**src/rtl/key_array_if.sv**
```systemverilog
// Handshake and data bundle between the AES key port, the round-key logic
// and the key_array_seq key store.
interface key_array_if #(
    parameter int W   = 16,
    parameter int RIW = 4
) ();
    logic           load_start;
    logic           round_start;
    logic           rot_start;
    logic [W-1:0]   key_in;
    logic           key_valid;
    logic           key_ready;
    logic [W-1:0]   RK;
    logic [W-1:0]   key_out;
    logic           key_out_valid;
    logic [W-1:0]   to_sbox;
    logic [W-1:0]   to_kronecker;
    logic           busy;
    logic           done;
    logic [RIW-1:0] round_idx;
    logic           cmd_err;

    modport master (
        output load_start, round_start, rot_start,
        output key_in, key_valid, RK,
        input  key_ready, key_out, key_out_valid,
        input  to_sbox, to_kronecker,
        input  busy, done, round_idx, cmd_err
    );

    modport slave (
        input  load_start, round_start, rot_start,
        input  key_in, key_valid, RK,
        output key_ready, key_out, key_out_valid,
        output to_sbox, to_kronecker,
        output busy, done, round_idx, cmd_err
    );
endinterface

```
**src/rtl/key_array_seq.sv**
```systemverilog
// Self-sequenced serial key store: one W-bit shift chain of ROWS*COLS cells
// driven by an internal load / round-update / rotate FSM.
module key_array_seq #(
    parameter int W          = 16,
    parameter int ROWS       = 4,
    parameter int COLS       = 4,
    parameter int NUM_ROUNDS = 10,
    parameter int SBOX_TAP   = 13,
    parameter int KRON_TAP   = 3,
    parameter int ROT_LEN    = 4
) (
    input logic        clk,
    input logic        rst,
    key_array_if.slave bus
);
    localparam int N   = ROWS * COLS;
    localparam int CW  = (N > 1) ? $clog2(N) : 1;
    localparam int RIW = $clog2(NUM_ROUNDS + 1);

    if (SBOX_TAP >= N) begin : g_bad_sbox
        $error("key_array_seq: SBOX_TAP must be below ROWS*COLS");
    end
    if (KRON_TAP >= N) begin : g_bad_kron
        $error("key_array_seq: KRON_TAP must be below ROWS*COLS");
    end
    if (ROT_LEN < 1 || ROT_LEN > N) begin : g_bad_rot
        $error("key_array_seq: ROT_LEN must be within 1..ROWS*COLS");
    end
    if ($bits(bus.key_in) != W || $bits(bus.round_idx) != RIW) begin : g_bad_if
        $error("key_array_seq: interface widths do not match parameters");
    end

    typedef enum logic [1:0] {
        S_IDLE,
        S_LOAD,
        S_ROUND,
        S_ROT
    } state_t;

    state_t          r_state;
    logic [CW-1:0]   r_cnt;
    logic [RIW-1:0]  r_ridx;
    logic            r_key_ready;
    logic            r_kov;
    logic            r_busy;
    logic            r_done;
    logic            r_cmd_err;
    logic [W-1:0]    r_cell [N];

    logic            w_shift;
    logic [W-1:0]    w_tail;
    logic            w_last_cell;
    logic            w_last_rot;

    assign w_last_cell = (r_cnt == CW'(N - 1));
    assign w_last_rot  = (r_cnt == CW'(ROT_LEN - 1));

    // ROUND and ROT shift every cycle; LOAD only on an accepted key word.
    always_comb begin
        w_shift = 1'b0;
        w_tail  = '0;
        unique case (r_state)
            S_LOAD: begin
                w_shift = bus.key_valid;
                w_tail  = bus.key_in;
            end
            S_ROUND: begin
                w_shift = 1'b1;
                w_tail  = bus.RK;
            end
            S_ROT: begin
                w_shift = 1'b1;
                w_tail  = r_cell[0];
            end
            default: begin
                w_shift = 1'b0;
                w_tail  = '0;
            end
        endcase
    end

    always_ff @(posedge clk) begin
        if (rst) begin
            for (int i = 0; i < N; i++) begin
                r_cell[i] <= '0;
            end
        end else if (w_shift) begin
            for (int i = 0; i < N - 1; i++) begin
                r_cell[i] <= r_cell[i+1];
            end
            r_cell[N-1] <= w_tail;
        end
    end

    always_ff @(posedge clk) begin
        if (rst) begin
            r_state     <= S_IDLE;
            r_cnt       <= '0;
            r_ridx      <= '0;
            r_key_ready <= 1'b0;
            r_kov       <= 1'b0;
            r_busy      <= 1'b0;
            r_done      <= 1'b0;
            r_cmd_err   <= 1'b0;
        end else begin
            r_done    <= 1'b0;
            r_cmd_err <= 1'b0;
            unique case (r_state)
                S_IDLE: begin
                    r_cnt <= '0;
                    if (bus.load_start) begin
                        r_state     <= S_LOAD;
                        r_key_ready <= 1'b1;
                        r_busy      <= 1'b1;
                    end else if (bus.round_start) begin
                        // Round budget exhausted: reject, rot_start is dropped.
                        if (r_ridx == RIW'(NUM_ROUNDS)) begin
                            r_cmd_err <= 1'b1;
                        end else begin
                            r_state <= S_ROUND;
                            r_kov   <= 1'b1;
                            r_busy  <= 1'b1;
                        end
                    end else if (bus.rot_start) begin
                        r_state <= S_ROT;
                        r_busy  <= 1'b1;
                    end
                end
                S_LOAD: begin
                    if (bus.key_valid) begin
                        if (w_last_cell) begin
                            r_state     <= S_IDLE;
                            r_cnt       <= '0;
                            r_key_ready <= 1'b0;
                            r_busy      <= 1'b0;
                            r_done      <= 1'b1;
                            r_ridx      <= '0;
                        end else begin
                            r_cnt <= r_cnt + CW'(1);
                        end
                    end
                end
                S_ROUND: begin
                    if (w_last_cell) begin
                        r_state <= S_IDLE;
                        r_cnt   <= '0;
                        r_kov   <= 1'b0;
                        r_busy  <= 1'b0;
                        r_done  <= 1'b1;
                        r_ridx  <= r_ridx + RIW'(1);
                    end else begin
                        r_cnt <= r_cnt + CW'(1);
                    end
                end
                S_ROT: begin
                    if (w_last_rot) begin
                        r_state <= S_IDLE;
                        r_cnt   <= '0;
                        r_busy  <= 1'b0;
                        r_done  <= 1'b1;
                    end else begin
                        r_cnt <= r_cnt + CW'(1);
                    end
                end
                default: begin
                    r_state <= S_IDLE;
                end
            endcase
        end
    end

    assign bus.key_ready     = r_key_ready;
    assign bus.key_out_valid = r_kov;
    assign bus.busy          = r_busy;
    assign bus.done          = r_done;
    assign bus.cmd_err       = r_cmd_err;
    assign bus.round_idx     = r_ridx;
    assign bus.key_out       = r_cell[0];
    assign bus.to_sbox       = r_cell[SBOX_TAP];
    assign bus.to_kronecker  = r_cell[KRON_TAP];
endmodule

```
**src/flat_wrapper.sv**
```systemverilog
// flat-port wrapper written by rule: the top's interface ports become plain ports
module key_array_seq_flat 
#(
    parameter int W          = 16,
    parameter int ROWS       = 4,
    parameter int COLS       = 4,
    parameter int NUM_ROUNDS = 10,
    parameter int SBOX_TAP   = 13,
    parameter int KRON_TAP   = 3,
    parameter int ROT_LEN    = 4
)
  (clk, rst, bus_load_start, bus_round_start, bus_rot_start, bus_key_in, bus_key_valid, bus_RK, bus_key_ready, bus_key_out, bus_key_out_valid, bus_to_sbox, bus_to_kronecker, bus_busy, bus_done, bus_round_idx, bus_cmd_err);
  key_array_if #(.W(W), .RIW(4)) bus_i ();
  input logic clk;
  input logic rst;
  input wire logic [$bits(bus_i.load_start)-1:0] bus_load_start;
  input wire logic [$bits(bus_i.round_start)-1:0] bus_round_start;
  input wire logic [$bits(bus_i.rot_start)-1:0] bus_rot_start;
  input wire logic [$bits(bus_i.key_in)-1:0] bus_key_in;
  input wire logic [$bits(bus_i.key_valid)-1:0] bus_key_valid;
  input wire logic [$bits(bus_i.RK)-1:0] bus_RK;
  output wire logic [$bits(bus_i.key_ready)-1:0] bus_key_ready;
  output wire logic [$bits(bus_i.key_out)-1:0] bus_key_out;
  output wire logic [$bits(bus_i.key_out_valid)-1:0] bus_key_out_valid;
  output wire logic [$bits(bus_i.to_sbox)-1:0] bus_to_sbox;
  output wire logic [$bits(bus_i.to_kronecker)-1:0] bus_to_kronecker;
  output wire logic [$bits(bus_i.busy)-1:0] bus_busy;
  output wire logic [$bits(bus_i.done)-1:0] bus_done;
  output wire logic [$bits(bus_i.round_idx)-1:0] bus_round_idx;
  output wire logic [$bits(bus_i.cmd_err)-1:0] bus_cmd_err;
  assign bus_i.load_start = bus_load_start;
  assign bus_i.round_start = bus_round_start;
  assign bus_i.rot_start = bus_rot_start;
  assign bus_i.key_in = bus_key_in;
  assign bus_i.key_valid = bus_key_valid;
  assign bus_i.RK = bus_RK;
  assign bus_key_ready = bus_i.key_ready;
  assign bus_key_out = bus_i.key_out;
  assign bus_key_out_valid = bus_i.key_out_valid;
  assign bus_to_sbox = bus_i.to_sbox;
  assign bus_to_kronecker = bus_i.to_kronecker;
  assign bus_busy = bus_i.busy;
  assign bus_done = bus_i.done;
  assign bus_round_idx = bus_i.round_idx;
  assign bus_cmd_err = bus_i.cmd_err;
  key_array_seq #(.W(W), .ROWS(ROWS), .COLS(COLS), .NUM_ROUNDS(NUM_ROUNDS), .SBOX_TAP(SBOX_TAP), .KRON_TAP(KRON_TAP), .ROT_LEN(ROT_LEN)) u_core (.clk(clk), .rst(rst), .bus(bus_i));
endmodule
```
**config.mk**
```make
export PLATFORM = sky130hd
export DESIGN_NAME = key_array_seq_flat
export DESIGN_NICKNAME = d
export VERILOG_FILES = /design/src/rtl/key_array_if.sv /design/src/rtl/key_array_seq.sv /design/src/flat_wrapper.sv
export SDC_FILE = /design/constraint.sdc
export NUM_CORES = 1
export LEC_CHECK = 0
export ABC_AREA = 1
export BUFFER_PORTS_ARGS = -buffer_cell sky130_fd_sc_hd__buf_4
export CORE_MARGIN = 3
export CORE_UTILIZATION = 63
export DETAILED_ROUTE_END_ITERATION = 12
export PLACE_DENSITY = 0.84
export SYNTH_ARGS = -nofsm -noshare
export SYNTH_HDL_FRONTEND = slang
export SYNTH_SLANG_ARGS = --single-unit
```
**constraint.sdc**
```tcl
create_clock -name clk -period 15.3 [get_ports clk]
set_input_delay 0 -clock clk [delete_from_list [all_inputs] [get_ports clk]]
set_output_delay 0 -clock clk [all_outputs]
set_load 0.005 [all_outputs]
```
==> out/summary.md <==
The starting density of the core was 65.6%; the share of Yosys cell area claimed by the top area cell type was 63.7%. Post-synthesis instance area: 12,100 sq um. The synthesized netlist devotes 0.829% of its cell area to adder and majority cells. Buffer count from post-CTS setup fixing: 0. Sorting the synthesized cells by area gives the leading types as sky130_fd_sc_hd__edfxtp_1, sky130_fd_sc_hd__inv_1, sky130_fd_sc_hd__nor2_4. sky130_fd_sc_hd__edfxtp_1 takes more of the synthesized area than any other cell.

Of all nets on the critical path, the largest fanout is 88. For this run, the number of Yosys warnings is 0. The first global-routing pass estimated 32.8 mm of wire. In this run the remaining antenna-violating nets after routing total 0.

The aggregate negative setup slack was 0 ns; the final-stage net count was 1,168. At the later pin of the worst-skew pair, clock insertion delay measures 0.51 ns. The measured slew at the worst slew-check pin was 1.14 ns; the fraction of layout instances using a drive strength above 1 was 21.1%.

In the routed layout, each cell is associated on average with a via count of 4.89. After floorplanning, the core was divided into 49 placement rows. The detail-routed net length per standard cell is 15.1 um. Of the synthesized area, sequential elements account for 66.2%.

The tools report the I/O pin count as 95. For this design the ratio of total power to cell area is 146 nW/um^2. The clock slew at the register clock pins of the worst setup and hold paths was 0.06 ns.

The logs give 0 for the number of gates resized after CTS and 15.43 ns for the required time of the critical path. Buffers inserted to repair hold after CTS numbered 37. The tools report the least setup slack across all paths after layout as 10.55 ns. For the worst slack after detailed placement, the log shows 10.52 ns. The classification of the worst setup path was flip-flop to flip-flop. For the largest buffer count on any clock path, the log shows 3. The count of buffers added on input and output ports is 94. The clock period could shrink to 4.75 ns. The total power is 0.00200 W, and the number of antenna repair diodes is 0. Entering global routing, the biggest net connects 94 pins. The initial DRC count is 507, and the post-synthesis simple-gate area fraction is 17.6%. Global routing used 20.3% of the available tracks. Of the total synthesized cell area, the portion taken by XOR and XNOR cells is 0.218%.

Setup violations remaining at the end of the flow were counted as 0. The CTS buffer count was 27; the synthesized area per cell was 11.6 sq um. In this run the standard cell core region covers 18,400 sq um. The area growth from synthesis to layout was 12.9%.

Setup repair after global routing left no endpoint under its margin. The count of mapped cells out of synthesis came out at 1,040. The tree is rooted in a sky130_fd_sc_hd__clkbuf_16. Path type of the worst min-delay path: primary input to flip-flop.

In this run the cell area measured after placement is 12,400 sq um. The die is 144 um tall. The worst setup path is captured at a flip-flop. The number of levels in the clock H-tree came out at 1. The number of antenna violations at the first check in global routing came out at 0.

The flow ran to the end, and the final reports show no timing, DRC or antenna violations. The total nets after synthesis came out at 1,086. The tools report the startpoint kind of the worst setup timing path as a flip-flop.

The floorplan step defined a die boundary enclosing 20,900 sq um. The total count of max-transition violations in the final report came out at 0. The data arrival time at the worst-slack endpoint came out at 4.89 ns.

Summed over all layers, the routed wires come to 20.6 mm. For the global-route congestion overflow total, the log shows 0. Summing over every cut layer, the via total after detailed routing is 6,695. The number of max-cap violations is 0. After routing the design area is 13,600 sq um. Across the VDD grid, the largest voltage drop is 0.0903 mV.

The tools report the count of final hold-check violations as 0. For this run, the detailed router's first-pass iteration total came to 5. For this design the static power due to leakage is 5.71 nW. The synthesized design contains 271 register bits. The post-route fraction of the period consumed by the critical path was 31.1%; the post-route clock skew was 0.0104 ns. Counting distinct cell types in the post-synthesis netlist gives 25. The total half-perimeter wirelength after legalization and detailed placement is 13.3 mm, and the share of the synthesized area in compound gates (AO/OA/AOI/OAI) is 1.06%. By area, the combinational part of the netlist is dominated by simple AND/OR/NAND/NOR gates. The via count of the first global-routing pass came out at 6,572. The die extent in x is 144 um. TritonCTS built the clock tree. The logs give 0.931 for the weighted congestion reported at the end of routability-driven placement and 23.8% for the remaining max-slew budget at the tightest pin. Number of sinks driven by the clock tree: 271. The mux share of post-synthesis cell area was 0%.

The tools report the fmax as 210 MHz. After detailed routing, the number of remaining DRC violations is 0.
-- synth_stat cells --
library cell	instances
sky130_fd_sc_hd__ha_1	8
sky130_fd_sc_hd__buf_2	7
sky130_fd_sc_hd__inv_2	1
sky130_fd_sc_hd__nor2_4	80
sky130_fd_sc_hd__nor4_1	1
sky130_fd_sc_hd__o21ai_1	1
sky130_fd_sc_hd__a21oi_1	16
sky130_fd_sc_hd__nor3_1	1
sky130_fd_sc_hd__dfxtp_1	15
sky130_fd_sc_hd__o211ai_2	1
sky130_fd_sc_hd__inv_1	272
sky130_fd_sc_hd__xor2_1	3
sky130_fd_sc_hd__nor2_2	23
sky130_fd_sc_hd__clkbuf_1	15
sky130_fd_sc_hd__nand4_1	1
sky130_fd_sc_hd__nor2_1	152
sky130_fd_sc_hd__nand3_1	25
sky130_fd_sc_hd__o21ai_0	3
sky130_fd_sc_hd__nand2_2	1
sky130_fd_sc_hd__buf_4	49
sky130_fd_sc_hd__or2_2	1
sky130_fd_sc_hd__o21a_1	2
sky130_fd_sc_hd__nand2_1	95
sky130_fd_sc_hd__edfxtp_1	256
sky130_fd_sc_hd__buf_12	11
-- per-layer routing --
layer / part of all wire, % / vias to the layer above / global-route usage [%]
met2: 49 / 189 / 33.5
met4: 2.5 / 0 / 5.65
met5: 0 / - / 0
met3: 6.0 / 44 / 3.77
li1: - / 3270 / -
met1: 42 / 3192 / 28.0
-- flip-flops by register name, summed over array words and instances (netlist names) --
register and count:
u_core.r_state 2, u_core.r_cnt 4, u_core.r_cell 256, u_core.bus.done 1, u_core.bus.key_out_valid 1, u_core.bus.busy 1
u_core.bus.key_ready 1, u_core.bus.round_idx 4, u_core.bus.cmd_err 1
-- power by group --
part	internal, W	switching [W]
registers	0.000978	0.0000536
logic	0.000121	0.000232
clock network	0.000355	0.000256
-- kinds of logic (layout without fill, tap and decap cells) --
family / count (synthesis) / after routing
xor gates and xnor gates: 3 / 3
buffers and inverters: 355 / 456
DFF: 271 / 271
and+or+nand+nor: 380 / 380
AOI/OAI and AO/OA: 23 / 23
adders and majority gates: 8 / 8
-- final cells by class --
type | instances | area, sq um
sequential | 271 | 7990
fill | 1162 | 4760
multi-input combinational | 414 | 2400
timing repair buffer | 135 | 1110
inverter | 273 | 1020
clock buffer | 31 | 691
tap | 229 | 287
clock inverter | 17 | 130
-- stage by stage --
| step | hold WS, ns | instances | utilization (%) |
|---|---|---|---|
| finish | 0.0515 | 1370 | 74.1 |
| global route | 0.133 | 1370 | 74.1 |
| CTS | 0.0314 | 1370 | 74.1 |
| detailed placement | 0.345 | 1285 | 67.6 |
| global placement | 0.333 | 1285 | 67.6 |
| floorplan | 0.146 | 1040 | - |
-- critical path, cell delays in order (launching register included) --
cell	delay, ns
sky130_fd_sc_hd__dfxtp_1	0.34
sky130_fd_sc_hd__inv_1	0.11
sky130_fd_sc_hd__ha_1	0.64
sky130_fd_sc_hd__inv_1	0.19
sky130_fd_sc_hd__o211ai_2	0.18
sky130_fd_sc_hd__nand2_1	0.14
sky130_fd_sc_hd__nand2_4	0.79
sky130_fd_sc_hd__buf_4	0.95
sky130_fd_sc_hd__buf_4	0.89
-- worst paths after layout --
kind	from	to	slack [ns]	depth (start not counted)
worst max-delay path	u_core.r_state[0]	u_core.r_cell[1][16]	10.55	8
worst max register to register	u_core.r_state[0]	u_core.r_cell[1][16]	10.55	8
worst min register to register	u_core.r_cnt[1]	u_core.r_cnt[1]	0.49	2
worst min-delay path	bus_rot_start	u_core.bus.busy	0.05	7
-- placed cells by master, fill, tap and decap left out, types with 8 or more instances in the layout --
cell type                         n
sky130_fd_sc_hd__inv_1          272
sky130_fd_sc_hd__edfxtp_1       256
sky130_fd_sc_hd__nor2_1         152
sky130_fd_sc_hd__buf_4           98
sky130_fd_sc_hd__nand2_1         94
sky130_fd_sc_hd__nor2_4          80
sky130_fd_sc_hd__dlygate4sd3_1   37
sky130_fd_sc_hd__clkbuf_16       27
sky130_fd_sc_hd__nand3_1         25
sky130_fd_sc_hd__nor2_2          23
sky130_fd_sc_hd__a21oi_1         16
sky130_fd_sc_hd__dfxtp_1         15
sky130_fd_sc_hd__clkinv_1         9
sky130_fd_sc_hd__ha_1             8
Power figures use the tool's default switching activity.
